[src/rtl/mem_port_arbiter.sv]
// mem_port_arbiter: shares one synchronous memory port between the CPU
// control path and a debug/program-loader requester.
//
// Ports:
//   CLK, RST                       clock, synchronous active-high reset
//   cpu_req/we/addr/wdata          CPU request, held until cpu_gnt
//   cpu_gnt, cpu_rvalid, cpu_rdata CPU grant pulse, read-valid pulse, read data
//   dbg_*                          same set for the debug requester
//   mem_en/we/addr/wdata           memory command (registered)
//   mem_rdata                      memory read data, one cycle after a read
//
// CPU has fixed priority on ties; a starvation counter forces a debug win
// after STARVE_LIM consecutive CPU wins over a pending debug request.
module mem_port_arbiter #(
    parameter int unsigned DATA_W     = 32,
    parameter int unsigned ADDR_W     = 32,
    parameter int unsigned STARVE_LIM = 4
) (
    input  logic              CLK,
    input  logic              RST,
    input  logic              cpu_req,
    input  logic              cpu_we,
    input  logic [ADDR_W-1:0] cpu_addr,
    input  logic [DATA_W-1:0] cpu_wdata,
    output logic              cpu_gnt,
    output logic              cpu_rvalid,
    output logic [DATA_W-1:0] cpu_rdata,
    input  logic              dbg_req,
    input  logic              dbg_we,
    input  logic [ADDR_W-1:0] dbg_addr,
    input  logic [DATA_W-1:0] dbg_wdata,
    output logic              dbg_gnt,
    output logic              dbg_rvalid,
    output logic [DATA_W-1:0] dbg_rdata,
    output logic              mem_en,
    output logic              mem_we,
    output logic [ADDR_W-1:0] mem_addr,
    output logic [DATA_W-1:0] mem_wdata,
    input  logic [DATA_W-1:0] mem_rdata
);

    localparam int unsigned CNT_W = (STARVE_LIM < 1) ? 1 : $clog2(STARVE_LIM + 1);
    localparam logic [CNT_W-1:0] CNT_MAX = CNT_W'(STARVE_LIM);

    typedef enum logic [1:0] {
        IDLE   = 2'd0,
        ACCESS = 2'd1,
        RESP   = 2'd2
    } state_t;

    state_t             state, state_nxt;
    logic [CNT_W-1:0]   starve_cnt, starve_nxt;
    logic               owner_dbg, owner_nxt;
    logic               dbg_win;
    logic               mem_en_nxt, mem_we_nxt;
    logic [ADDR_W-1:0]  addr_nxt;
    logic [DATA_W-1:0]  wdata_nxt;
    logic               cpu_gnt_nxt, dbg_gnt_nxt;
    logic               cpu_rvalid_nxt, dbg_rvalid_nxt;

    // Read data goes straight through; qualified by the matching rvalid.
    assign cpu_rdata = mem_rdata;
    assign dbg_rdata = mem_rdata;

    // Next-state, arbitration and next registered outputs.
    always_comb begin
        state_nxt      = state;
        starve_nxt     = starve_cnt;
        owner_nxt      = owner_dbg;
        dbg_win        = 1'b0;
        mem_en_nxt     = 1'b0;
        mem_we_nxt     = mem_we;
        addr_nxt       = mem_addr;
        wdata_nxt      = mem_wdata;
        cpu_gnt_nxt    = 1'b0;
        dbg_gnt_nxt    = 1'b0;
        cpu_rvalid_nxt = 1'b0;
        dbg_rvalid_nxt = 1'b0;

        case (state)
            IDLE: begin
                if (cpu_req || dbg_req) begin
                    dbg_win     = dbg_req && (!cpu_req || (starve_cnt == CNT_MAX));
                    owner_nxt   = dbg_win;
                    mem_en_nxt  = 1'b1;
                    mem_we_nxt  = dbg_win ? dbg_we    : cpu_we;
                    addr_nxt    = dbg_win ? dbg_addr  : cpu_addr;
                    wdata_nxt   = dbg_win ? dbg_wdata : cpu_wdata;
                    cpu_gnt_nxt = !dbg_win;
                    dbg_gnt_nxt = dbg_win;
                    state_nxt   = ACCESS;
                end
                // Counts only CPU wins that overtook a waiting debug request.
                if (!dbg_req || dbg_win) begin
                    starve_nxt = '0;
                end else if (starve_cnt != CNT_MAX) begin
                    starve_nxt = starve_cnt + CNT_W'(1);
                end
            end
            ACCESS: begin
                if (mem_we) begin
                    state_nxt = IDLE;
                end else begin
                    state_nxt      = RESP;
                    cpu_rvalid_nxt = !owner_dbg;
                    dbg_rvalid_nxt = owner_dbg;
                end
            end
            RESP: begin
                state_nxt = IDLE;
            end
            default: begin
                state_nxt = IDLE;
            end
        endcase
    end

    // State, counter and output registers.
    always_ff @(posedge CLK) begin
        if (RST) begin
            state      <= IDLE;
            starve_cnt <= '0;
            owner_dbg  <= 1'b0;
            mem_en     <= 1'b0;
            mem_we     <= 1'b0;
            mem_addr   <= '0;
            mem_wdata  <= '0;
            cpu_gnt    <= 1'b0;
            dbg_gnt    <= 1'b0;
            cpu_rvalid <= 1'b0;
            dbg_rvalid <= 1'b0;
        end else begin
            state      <= state_nxt;
            starve_cnt <= starve_nxt;
            owner_dbg  <= owner_nxt;
            mem_en     <= mem_en_nxt;
            mem_we     <= mem_we_nxt;
            mem_addr   <= addr_nxt;
            mem_wdata  <= wdata_nxt;
            cpu_gnt    <= cpu_gnt_nxt;
            dbg_gnt    <= dbg_gnt_nxt;
            cpu_rvalid <= cpu_rvalid_nxt;
            dbg_rvalid <= dbg_rvalid_nxt;
        end
    end

endmodule
[config.mk]
export PLATFORM = sky130hd
export DESIGN_NAME = mem_port_arbiter
export DESIGN_NICKNAME = d
export VERILOG_FILES = /design/src/rtl/mem_port_arbiter.sv
export SDC_FILE = /design/constraint.sdc
export NUM_CORES = 1
export LEC_CHECK = 0
export BUFFER_PORTS_ARGS = -buffer_cell sky130_fd_sc_hd__buf_2
export CAP_MARGIN = 20
export CORE_AREA = 3 3 116 118
export CTS_CLUSTER_DIAMETER = 150
export DETAILED_ROUTE_END_ITERATION = 10
export DIE_AREA = 0 0 119 121
export PLACE_DENSITY = 0.83
export SLEW_MARGIN = 5
export SYNTH_ARGS = -nofsm -noshare
export SYNTH_HDL_FRONTEND = slang
export SYNTH_SLANG_ARGS = --single-unit
[constraint.sdc]
create_clock -name CLK -period 1.7 [get_ports CLK]
set_input_delay 0.34 -clock CLK [delete_from_list [all_inputs] [get_ports CLK]]
set_output_delay 0.34 -clock CLK [all_outputs]
set_load 0.02 [all_outputs]
* Word-level counts from Yosys, hierarchy flattened
Index checks and enable logic that the tools add are counted.
** Word-level totals
- Register bits after elaboration :: 76
- Input bits :: 166
- Logic and storage cells :: 45
** Operators by class
- Add/sub/neg operators :: 1
- Equal/unequal tests :: 4
- Multiplexer cells :: 11
- Bitwise operators :: 3
- Reduce and logical (&&, ||, !) cells :: 15
** Operators by type and width (number)
- $mux W32 :: 2
- $mux W3 :: 2
- $reduce_or A3 Y1 :: 2
- $logic_not A1 Y1 :: 4
- $mux W1 :: 4
- $mux W2 :: 2
- $pmux W2 S2 :: 1
- $reduce_and A2 Y1 :: 2
- $add A3 B1 Y3 const B :: 1
- $eq A3 B3 Y1 const B :: 1
- $logic_or A1 B1 Y1 :: 3
- $ne A3 B3 Y1 const B :: 1
- $not A1 Y1 :: 3
- $eq A2 B1 Y1 const B :: 1
- $logic_not A2 Y1 :: 1
- $ne A2 B2 Y1 const B :: 1
- $reduce_bool A2 Y1 :: 1
- $reduce_or A2 Y1 :: 1
- $logic_and A1 B1 Y1 :: 1

* Depth between registers and ports, before layout
Gate-level depths: netlist of the first run.
- Word-level depth :: 8
- Gate-level depth with buffers :: 7
- Depth with buffers taken out :: 5

* Worst setup path after synthesis of the first run
Ideal clock, no wire load.
- Kind :: register to register
- Start :: register starve_cnt[0]
- End :: register mem_addr[27]
- Setup time :: 0.133 ns
- Arrival :: 1.530 ns
- Required time :: 1.567 ns
- Setup slack :: 0.036 ns
- Cell stages (with the launch flop) :: 8
- Path buffers :: 2
- Clock period less this slack :: 1.664 ns
- Cell sequence :: dfxtp_1 > inv_1 > ha_1 > a21bo_2 > buf_6 > buf_6 > a2111oi_1 > nor4_1
** Between the ends
- Longest elaborated chain between the ends :: 4
** RTL lines
- from (decl) :: RTL line 52 : logic [CNT_W-1:0] starve_cnt, starve_nxt;
- from (signal assigned) :: RTL line 134 : starve_cnt <= starve_nxt;
- $eq A3 B3 Y1 :: RTL line 83 : dbg_win = dbg_req && (!cpu_req || (starve_cnt == CNT_MAX));
- $logic_or A1 B1 Y1 :: RTL line 83
- $logic_and A1 B1 Y1 :: RTL line 83
- $mux W32 :: RTL line 87 : addr_nxt = dbg_win ? dbg_addr : cpu_addr;
- to (signal assigned) :: RTL line 138 : mem_addr <= addr_nxt;
- to (decl) :: RTL line 37 : output logic [ADDR_W-1:0] mem_addr,
No other way between the ends.
A chain may end at the register's enable or synchronous reset.

* Worst setup path in the final report of the first run
- Start :: register starve_cnt[0]
- End :: register mem_addr[0]
The elaborated chain is that of the path after synthesis.

==> results.yml, run 1 <==
placement:
  io_buffers: 203
  placement.cell_area_mm2: 0.00524
  dp_hpwl_um: 9970
  dp.cells: 773
  place_congestion: 0.752
setup_path:
  ff2ff_setup_slack_ns: -0.004
  reg2regPathDepth: 6
  crit_fanout: 28
  cp_top_family: "compound AO/OA/AOI/OAI gates"
  slowest_stage: "a2111oi_1"
  endpoint: "mem_addr[0]"
  crit_path_start_kind: "flop"
  critPathMaxStageDelay_ns: 0.47
  path_class: "flop to flop"
  worst_setup_path_end_kind: "flop"
  cp_num_cells: 6
  r2r-end: "mem_addr[0]"
  reg2reg_from: "starve_cnt[0]"
  cp_data_required_time_ns: 1.91
  crit_arrival_ns: 1.91
  path_cells: "inv_2 > ha_2 > a21bo_2 > buf_6 > a2111oi_1 > nor4_1"
  crit_start: "starve_cnt[0]"
  path_buf_inv: 2
logic_synthesis:
  yosys_register_bits: 76
  ys_async_sr_fraction_pct: 0
  yosysMostFrequentCell: "dfxtp_1"
  syn_area_per_cell_um2: 8.85
  ys_types: 26
  yosys_warnings: 0
  synth_area_mm2: 0.00447
  synth_fp_nets: 673
  synth_top_cell_by_area: "dfxtp_1"
  synth_cells: 505
  synth_edf_count: 0
  synth.area.top_cells: "dfxtp_1 (34%), nor4b_1 (13%), buf_4 (12%), nor4_1 (9.1%), a21oi_1 (7.7%)"
  ys.flop_type: "dfxtp_1"
  seq_area_frac_synth_pct: 34.0
  yosys.area.top_type_share_pct: 34.0
  ys_top_cells_by_count: "dfxtp_1 (76), a21oi_1 (69), buf_4 (69)"
clock_tree:
  clk_path_buf_depth: 2
  root_buffer: "clkbuf_16"
  clkTransAtPathRegs_ns: 0.06
  clkSinkCount: 76
  cts_made_buffers: 9
  cts.htree.levels: 3
  insertion_delay_ns: 0.34
  cts_tree: "yes"
grt:
  grt_max_degree: 54
  grt_antenna_before_repair: 0
  grt_overflow: 0
  grt_pass1_wl_um: 23300
  grt_pass1_vias: 4486
  grtUsageTotal_pct: 20.1
drt:
  route.detailed.drc: 0
  final_antenna_net_count: 0
  vias: 4759
  wl_met3_um: 1380
  routed.top_layer: "met4"
  viasPerCell: 5.97
  drtPass1Iterations: 4
  drtIter0Drc: 316
  routed_wl_um: 15700
  wl_met1_um: 6200
  wl_per_cell_um: 19.7
  met2_length_um: 7590
finish:
  antennaDiodeCount: 0
  fin_cells: 797
  drive_gt1_share_pct: 49.3
  nets: 788
  num-fill-cells: 1170
  fin_util_pct: 47.6
  fin_area_mm2: 0.00598
  area_delta_synth_final_pct: 33.9
floorplanning:
  rows: 41
  die_area_mm2: 0.0144
  core_area_mm2: 0.0126
  start_util_pct: 35.6
  die-width_um: 119
  fp.dieH_um: 121
  io_pins: 300
sta:
  worst_pin_slew_ns: 0.408
  period_share_pct: 100
  setup_viol: 1
  fmax_mhz: 587
  relSlewSlack_pct: 72.1
  hold_violations: 0
  fin_skew_ns: 0.00768
  setup_ws_ns: -0.00405
  slew_viol_final: 0
  post-route-min-period_ns: 1.70
  rsz0062_at_grt: "yes"
status:
  outcome: "complete, but fails checks"
  violations: "setup timing"
power:
  power_density_mw_per_mm2: 976
  p_total_w: 0.00584
  leakage_nw: 2.33
  peakVddDrop_uv: 511
worst_hold_path:
  holdCritPathClass: "input pin to flop"
  min_from: "RST"
flow_run:
  max_cap_violations: 0
[registers in the layout, indices dropped and copies added (netlist names)]
register	cells
mem_addr	32
mem_wdata	32
starve_cnt	3
state	2
cpu_gnt	1
cpu_rvalid	1
dbg_gnt	1
dbg_rvalid	1
mem_en	1
mem_we	1
owner_dbg	1
[cells in the final DEF, fill, tap and decap left out, types with 2 or more instances in the layout]
cell type	n
a2111oi_4	2
inv_6	2
nand2_1	4
nor4_1	65
clkinvlp_4	2
nor2_4	2
a2111oi_0	15
nor2b_1	2
buf_12	10
buf_6	3
nor4b_1	55
clkbuf_16	12
a2111oi_1	21
bufinv_16	2
a2111oi_2	27
buf_4	22
dfxtp_2	2
a21oi_1	69
nor4b_2	11
nor2_1	3
dfxtp_1	74
nand4_1	2
buf_2	202
[report_power, final]
part | internal [W] | leakage [nW] | switching, W
registers | 0.00198 | 0.632 | 0.000109
logic | 0.000659 | 1.55 | 0.000990
clock network | 0.00129 | 0.152 | 0.000809
[cell families (layout without fill, tap and decap cells)]
| family | Yosys count | in the layout | synth area share [%] |
|---|---|---|---|
| AOI/OAI and AO/OA | 139 | 139 | 22.3 |
| adders and majority gates | 2 | 2 | 0.560 |
| buffers and inverters | 139 | 259 | 19.0 |
| DFF | 76 | 76 | 34.0 |
| and+or+nand+nor | 149 | 149 | 24.1 |
[routing by layer]
metal	up-vias	GRT usage [%]
met5	-	0
met4	0	10.4
met3	44	5.31
met2	274	33.6
met1	2257	23.7
li1	2184	-
[metrics by stage]
stage / setup slack (ns) / setup TNS, ns / hold slack [ns]
floorplan: 0.0362 / 0 / 0.399
global placement: -0.0328 / -0.0571 / 0.429
detailed placement: -0.113 / -0.855 / 0.429
CTS: -0.0537 / -1.56 / 0.251
global route: -0.0731 / -0.857 / 0.284
finish: -0.00405 / -0.00405 / 0.267
[worst min path at each step]
stage                             to  cells after the start  slack, ns
after floorplan           cpu_rvalid                      1       0.40
after global placement    cpu_rvalid                      1       0.43
after detailed placement  cpu_rvalid                      1       0.43
after CTS                   state[1]                      2       0.25
after global routing        state[1]                      2       0.28
final                       state[1]                      2       0.27
[what timing repair did]
action	in CTS	in global routing
hold endpoints to repair	0	0
pin swaps	1	16
gates cloned	1	3
hold buffers	0	0
buffers inserted	0	4
endpoints found under the setup margin	37	67
resized for setup	15	58
[cell type report]
| cell class | instances | area, µm² | area share (%) |
|---|---|---|---|
| clock inverters | 7 | 97.6 | 1.63 |
| clock buffers | 9 | 225 | 3.76 |
| inverters | 2 | 7.51 | 0.125 |
| flip-flops and latches | 76 | 1520 | 25.5 |
| multi-input cells | 290 | 2400 | 40.1 |
| repair buffers | 241 | 1510 | 25.3 |
| well taps | 172 | 215 | 3.60 |
No activity file was read; power rests on OpenSTA's default activity.
==> run 2, diff against run 1 <==
SKIP_CTS_REPAIR_TIMING = 1   (was not set)
==> run 2 against run 1 <==
- clock power barely moved
- register-to-register slack got worse by 0.16 ns
- flip-flop and latch count did not move
- combinational power barely moved
- power fell by 0.33%
- worst hold slack improved by 0.0024 ns
- the flow still finishes with violations (setup timing)
- count of clock-buffer cells in the layout did not move
- maximum frequency fell by 8.6%
- critical endpoint is now mem_we
==> results.yml, run 2 (same netlist as run 1, synthesis figures left out) <==
power:
  leakage_nw: 2.31
  power_density_mw_per_mm2: 978
  peakVddDrop_uv: 511
  p_total_w: 0.00582
worst_hold_path:
  holdCritPathClass: "input pin to flop"
sta:
  fin_skew_ns: 0.00730
  fmax_mhz: 536
  hold_violations: 0
  slew_viol_final: 0
  post-route-min-period_ns: 1.86
  worst_pin_slew_ns: 0.549
  setup_viol: 21
  rsz0062_at_grt: "yes"
  holdWs_ns: 0.270
  relSlewSlack_pct: 63.3
  period_share_pct: 110
  setup_ws_ns: -0.165
floorplanning:
  start_util_pct: 35.6
  die_area_mm2: 0.0144
  fp.dieH_um: 121
  die-width_um: 119
  io_pins: 300
  core_area_mm2: 0.0126
  rows: 41
finish:
  biggestRegsByFlops: "mem_addr (32), mem_wdata (32), starve_cnt (3)"
  antennaDiodeCount: 0
  nets: 785
  final_cell_mix: "buf_2 (202), dfxtp_1 (76), a21oi_1 (69)"
  area_delta_synth_final_pct: 33.1
  num-fill-cells: 1172
  drive_gt1_share_pct: 48.4
  mostFrequentLayoutCell: "buf_2"
clock_tree:
  cts_made_buffers: 9
  insertion_delay_ns: 0.34
  cts_tree: "yes"
  clk_path_buf_depth: 2
  clkSinkCount: 76
  clkTransAtPathRegs_ns: 0.06
  root_buffer: "clkbuf_16"
  cts.htree.levels: 3
status:
  outcome: "complete, but fails checks"
  violations: "setup timing"
setup_path:
  path_buf_inv: 2
  cp_top_family: "compound AO/OA/AOI/OAI gates"
  path_cells: "inv_1 > ha_1 > a21bo_2 > buf_12 > a2111oi_1 > nor4_1"
  crit_path_start_kind: "flop"
  slowest_stage: "a2111oi_1"
  cp_data_required_time_ns: 1.91
  path_class: "flop to flop"
  worst_setup_path_end_kind: "flop"
  crit_fanout: 39
  critPathMaxStageDelay_ns: 0.59
  crit_arrival_ns: 2.07
drt:
  viasPerCell: 5.94
  final_antenna_net_count: 0
  drtPass1Iterations: 4
  wl_per_cell_um: 19.4
  drtIter0Drc: 336
  route.detailed.drc: 0
  routed_wl_um: 15400
  vias: 4713
placement:
  io_buffers: 203
  post-place-ws_ns: -0.113
  dp_hpwl_um: 9970
  place_congestion: 0.752
grt:
  grtUsageTotal_pct: 19.7
  grt_overflow: 0
  grt_max_degree: 54
  grt_pass1_vias: 4464
  grt_antenna_before_repair: 0
  grt_pass1_wl_um: 22900
flow_run:
  max_cap_violations: 0
[run 2: cell count changes in the layout (fill, tap and decap cells not counted), sizes merged]
| cell | change |
|---|---|
| buf | -2 |
| clkbuf | -1 |
[run 2: final timing paths]
check                start         end  slack, ns  depth (start not counted)
min reg2reg      owner_dbg  cpu_rvalid       0.45                          1
min                    RST    state[1]       0.27                          2
max reg2reg  starve_cnt[0]      mem_we      -0.16                          6
max          starve_cnt[0]      mem_we      -0.16                          6
[run 2: per-stage QoR]
stage / instances / area (µm²) / util (%) / setup TNS (ns)
final: 794 / 5950 / 47.3 / -0.517
after CTS: 789 / 5560 / 44.2 / -1.21
after global placement: 773 / 5240 / 41.7 / -0.0571
after floorplan: 505 / 4470 / - / 0
after global routing: 794 / 5950 / 47.3 / -4.18
after detailed placement: 773 / 5240 / 41.7 / -0.855
[run 2: report_power, final]
group          switching [W]  internal [W]
Combinational       0.000990      0.000649
Clock               0.000801       0.00129
Sequential          0.000108       0.00198
Total                0.00190       0.00392
[run 2: area by class of cell]
cell class | instances | area, µm² | share of cell area (%)
Multi-Input combinational cell | 290 | 2430 | 40.9
Sequential cell | 76 | 1520 | 25.6
Timing Repair Buffer | 238 | 1450 | 24.3
Clock buffer | 9 | 225 | 3.78
Tap cell | 172 | 215 | 3.62
Clock inverter | 7 | 97.6 | 1.64
Inverter | 2 | 7.51 | 0.126
[run 2: worst reg2reg max path, delay by kind of cell (launching register included)]
family	cells	cell delay, ns
buf+inv	2	0.23
flops	1	0.34
simple gates	1	0.11
fa+ha+maj	1	0.20
compound gates	2	0.86
[run 2: per-layer routing]
layer / GRT usage (%) / up-vias / wire (µm)
li1: - / 2178 / -
met1: 23.3 / 2236 / 6090
met5: 0 / - / 0
met2: 32.6 / 252 / 7380
met4: 10.4 / 0 / 597
met3: 5.41 / 47 / 1320
